[src/rtl/piso_serializer_if.sv]
// Bus bundle for the parallel-in/serial-out front end.
// The producer drives the word side, and the serializer drives the serial side.
interface piso_serializer_if #(
  parameter int WIDTH = 8
);
  logic [WIDTH-1:0] din;
  logic             din_valid;
  logic             din_ready;
  logic             sout;
  logic             sout_valid;
  logic             word_done;
  logic             busy;

  modport master (
    output din, din_valid,
    input  din_ready, sout, sout_valid, word_done, busy
  );

  modport slave (
    input  din, din_valid,
    output din_ready, sout, sout_valid, word_done, busy
  );
endinterface

[src/rtl/piso_serializer.sv]
// Parallel-in/serial-out serializer feeding the serial pattern detectors.
// WIDTH-bit words arrive over valid/ready and leave one bit per clock.
// A word that arrives on the last bit of the previous word follows with no gap,
// so downstream detectors see one continuous bitstream.
// The bus interface must be instantiated with the same WIDTH as this module.
module piso_serializer #(
  parameter int WIDTH     = 8,
  parameter bit MSB_FIRST = 1'b1,
  parameter bit IDLE_BIT  = 1'b0
) (
  input logic               clk,
  input logic               reset_n,
  piso_serializer_if.slave  bus
);

  localparam int CNT_W = $clog2(WIDTH);
  localparam logic [CNT_W-1:0] LAST_CNT = CNT_W'(WIDTH - 1);

  typedef enum logic {
    IDLE,
    SHIFT
  } state_t;

  state_t           state;
  logic [WIDTH-1:0] shift_reg;
  logic [CNT_W-1:0] bit_cnt;
  logic             last_bit;
  logic             transfer;

  assign last_bit = (state == SHIFT) && (bit_cnt == LAST_CNT);

  // A new word is accepted when idle, or on the final bit of the current word.
  // A word is never accepted while reset is held.
  assign bus.din_ready = reset_n && ((state == IDLE) || last_bit);
  assign transfer      = bus.din_valid && bus.din_ready;

  // The outputs decode the registered state only, so din has no path to sout.
  assign bus.sout       = (state == SHIFT)
                          ? (MSB_FIRST ? shift_reg[WIDTH-1] : shift_reg[0])
                          : IDLE_BIT;
  assign bus.sout_valid = (state == SHIFT);
  assign bus.busy       = (state == SHIFT);
  assign bus.word_done  = last_bit;

  // FSM: load on transfer, shift toward the output end, and reload gaplessly on the last bit.
  always_ff @(posedge clk) begin
    if (!reset_n) begin
      state     <= IDLE;
      shift_reg <= '0;
      bit_cnt   <= '0;
    end else begin
      case (state)
        IDLE: begin
          if (transfer) begin
            shift_reg <= bus.din;
            bit_cnt   <= '0;
            state     <= SHIFT;
          end
        end
        SHIFT: begin
          if (bit_cnt == LAST_CNT) begin
            if (transfer) begin
              shift_reg <= bus.din;
              bit_cnt   <= '0;
            end else begin
              state <= IDLE;
            end
          end else begin
            if (MSB_FIRST)
              shift_reg <= {shift_reg[WIDTH-2:0], 1'b0};
            else
              shift_reg <= {1'b0, shift_reg[WIDTH-1:1]};
            bit_cnt <= bit_cnt + 1'b1;
          end
        end
        default: state <= IDLE;
      endcase
    end
  end

endmodule
[src/flat_wrapper.sv]
// flat-port wrapper written by rule: the top's interface ports become plain ports
module piso_serializer_flat 
#(
  parameter int WIDTH     = 8,
  parameter bit MSB_FIRST = 1'b1,
  parameter bit IDLE_BIT  = 1'b0
)
  (clk, reset_n, bus_din, bus_din_valid, bus_din_ready, bus_sout, bus_sout_valid, bus_word_done, bus_busy);
  piso_serializer_if #(.WIDTH(WIDTH)) bus_i ();
  input logic clk;
  input logic reset_n;
  input wire logic [$bits(bus_i.din)-1:0] bus_din;
  input wire logic [$bits(bus_i.din_valid)-1:0] bus_din_valid;
  output wire logic [$bits(bus_i.din_ready)-1:0] bus_din_ready;
  output wire logic [$bits(bus_i.sout)-1:0] bus_sout;
  output wire logic [$bits(bus_i.sout_valid)-1:0] bus_sout_valid;
  output wire logic [$bits(bus_i.word_done)-1:0] bus_word_done;
  output wire logic [$bits(bus_i.busy)-1:0] bus_busy;
  assign bus_i.din = bus_din;
  assign bus_i.din_valid = bus_din_valid;
  assign bus_din_ready = bus_i.din_ready;
  assign bus_sout = bus_i.sout;
  assign bus_sout_valid = bus_i.sout_valid;
  assign bus_word_done = bus_i.word_done;
  assign bus_busy = bus_i.busy;
  piso_serializer #(.WIDTH(WIDTH), .MSB_FIRST(MSB_FIRST), .IDLE_BIT(IDLE_BIT)) u_core (.clk(clk), .reset_n(reset_n), .bus(bus_i));
endmodule
[config.mk]
export PLATFORM = sky130hd
export DESIGN_NAME = piso_serializer_flat
export DESIGN_NICKNAME = d
export VERILOG_FILES = /design/src/rtl/piso_serializer_if.sv /design/src/rtl/piso_serializer.sv /design/src/flat_wrapper.sv
export SDC_FILE = /design/constraint.sdc
export NUM_CORES = 1
export LEC_CHECK = 0
export BUFFER_PORTS_ARGS = -buffer_cell sky130_fd_sc_hd__buf_4
export CAP_MARGIN = 20
export CORE_MARGIN = 2
export CORE_UTILIZATION = 44
export CTS_CLUSTER_SIZE = 12
export DETAILED_ROUTE_END_ITERATION = 8
export GPL_TIMING_DRIVEN = 0
export HOLD_SLACK_MARGIN = 0.05
export PLACE_DENSITY = 0.68
export SLEW_MARGIN = 20
export SYNTH_ARGS = -nofsm -noshare
export SYNTH_HDL_FRONTEND = slang
export SYNTH_SLANG_ARGS = --single-unit
[constraint.sdc]
create_clock -name clk -period 1.49 [get_ports clk]
set_clock_uncertainty 0.2 [all_clocks]
set_input_delay 0.298 -clock clk [delete_from_list [all_inputs] [get_ports clk]]
set_output_delay 0.298 -clock clk [all_outputs]
set_load 0.02 [all_outputs]
==> results.md <==
* Status: finished, violations left
* Violated checks: negative setup slack
* Pwr Density at 909 nW/µm²
* Pin count of the biggest net entering global routing at 11
* Critical Path Sink Type: primary output
* WS Path Type: reg -> out
* Worst Setup Start Kind: flop
* Seq/Total Area, Yosys at 0.392
* CP Max Fanout at 2
* CTS tree: built
* GR Util All Layers at 0.160
* Worst path max stage delay at 0.34 ns
* Core footprint at 1300 µm²
* Die X at 41.3 µm
* DRC Markers at 0
* CP required at 0.99 ns
* CP most frequent cell: ha_4
* P&R area growth vs syn at 38.2%
* PortBufs at 15
* Setup Viol. Count Final at 6
* First-pass GRT wire length at 1690 µm
* Final Power at 770 µW
* DR WL/cell at 11.8 µm
* # H-tree levels at 1
* CTS Buf Count at 3
* Min Tclk post-route at 1.82 ns
* Mapped Area at 613 µm²
* Vias in the first global route at 396
* Critical path, cell by cell: ha_4 -> ha_4 -> nand2b_4 -> and2_4 -> buf_6
* Clk slew on worst S/H paths at 0.08 ns
* Root Driver: clkbuf_4
* Nets at 92
* Routed vias at 464
* Critical path's slowest cell: dfxtp_2
* Synth Register Bits at 12
* Unique cell type count in the Yosys netlist at 24
* Peak VDD IR at 0.000602 V
* Synth Instances at 57
* Leak at 0.364 nW
* Max reg flops at 8
* DRT iter0 DRCs at 2
* Delay-heaviest family, CP: flip-flops
* Clock Latency Late Sink at 0.27 ns
* Gr ovfl total at 0
* Post-DP HPWL at 781 µm
* Maximum buffer depth of the clock tree at 2
* # IOs at 16
* Clk sinks at 12
* GP Congestion at 0.696
* Finished Cell Area at 847 µm²
* Final ANT Viol Nets at 0
* Final Cycle Share at 1.22
* Final Hold Fails at 0
* Synthesized area per cell at 10.8 µm²
* Std cell rows at 13
* Slew Viols, Final at 0
* Share of post-route cells with drive strength above 1 at 0.577
* Die area at 1710 µm²
* Post-CTS Hold Fix Bufs at 0
* TritonRoute pass-1 iters at 4
* Setup ws final at -0.334 ns
* Die height at 41.3 µm
* Ant diodes at 0
* Syn. warnings at 0
* Rel. slew slack at 0.835
* RSZ-0062 raised after global routing: true
* Setup_tns at -0.899 ns
* Worst Hold Class: in -> reg
* Area post-placement at 779 µm²
* Max-Cap Viols at 0
* Worst Path Arrival at 1.33 ns
* Most frequent cells in the layout: 17 x buf_4, 9 x dfxtp_1, 8 x mux2i_1, 5 x a21oi_2
* Starting Density at 0.471
* Initial antenna violation count at 0
* Slew @ Worst Pin at 0.240 ns
* Bufs and invs on worst path at 1
* Post-DR vias/cell at 4.99
* Max frequency at 0.548 GHz
* Syn_nets at 70
* Commonest non-fill, non-tap cell in the layout: buf_4
* Final wirelength at 1100 µm
## worst paths after layout
kind	from	endpoint	slack, ns	depth (start not counted)
hold / removal	reset_n	u_core.bit_cnt[1]$_SDFF_PN0_	0.08	2
setup / recovery	u_core.bit_cnt[0]$_SDFF_PN0_	bus_din_ready	-0.33	5
hold reg to reg	u_core.bit_cnt[1]$_SDFF_PN0_	u_core.bit_cnt[1]$_SDFF_PN0_	0.31	2
setup reg to reg	u_core.bit_cnt[0]$_SDFF_PN0_	u_core.shift_reg[5]$_SDFF_PN0_	-0.08	7
## through the flow
step | std cells | util | hold slack [ns] | setup slack [ns]
6_report | 93 | 0.651 | 0.0840 | -0.334
5_1_grt | 93 | 0.651 | 0.0875 | -0.376
4_1_cts | 93 | 0.643 | 0.0744 | -0.341
3_5_place_dp | 87 | 0.599 | 0.293 | -0.193
3_3_place_gp | 87 | 0.599 | 0.293 | -0.188
2_1_floorplan | 57 | - | 0.249 | -0.0401
## timing repair
item / 4_1_cts / 5_1_grt
pin swaps: 1 / 0
buffers inserted: 3 / 0
gates resized for setup: 4 / 5
endpoints found under the setup margin: 8 / 13
## kinds of logic after synthesis
family	after synthesis	synth area share
simple gates	12	0.141
mux	8	0.131
compound gates	18	0.206
buf+inv	5	0.0898
flops	12	0.392
fa+ha+maj	2	0.0408
## layout make-up
class	instances	area [µm²]
buffer	4	43.8
tap	15	18.8
sequential	12	246
fill	114	454
clock buffer	4	36.3
timing repair buffer	18	143
multi-input combinational	40	359
## per-layer routing
layer	track usage	vias to the layer above	part of all wire
met5	0	-	0
met1	0.197	208	0.47
met4	0.0968	0	0.010
met3	0.0479	2	0.056
li1	-	242	-
met2	0.242	12	0.47
## cells in the mapped netlist
cell      count  area share
a21boi_1      2       0.024
a21oi_1       3       0.024
a21oi_2       4       0.057
and2_1        1       0.010
and2_2        1       0.012
and2_4        1       0.014
and2b_4       1       0.016
buf_12        1       0.033
buf_2         1      0.0082
buf_4         1       0.012
buf_6         2       0.037
dfxtp_1      12        0.39
ha_1          2       0.041
mux2i_1       8        0.13
nand2_1       2       0.012
nand2b_1      1       0.010
nand3b_1      2       0.024
nor2_1        1      0.0061
nor2b_4       1       0.022
nor3b_1       1       0.012
o21a_1        2       0.024
o21ai_0       3       0.024
o21ai_1       1      0.0082
o21ai_2       3       0.043
## where the power goes
group / switching, mW / leakage (nW) / total, mW / internal (mW)
clock: 0.114 / 0.0210 / 0.262 / 0.148
sequential: 0.0159 / 0.100 / 0.359 / 0.343
combinational: 0.0656 / 0.242 / 0.148 / 0.0828
(Power assumes the default switching activity.)
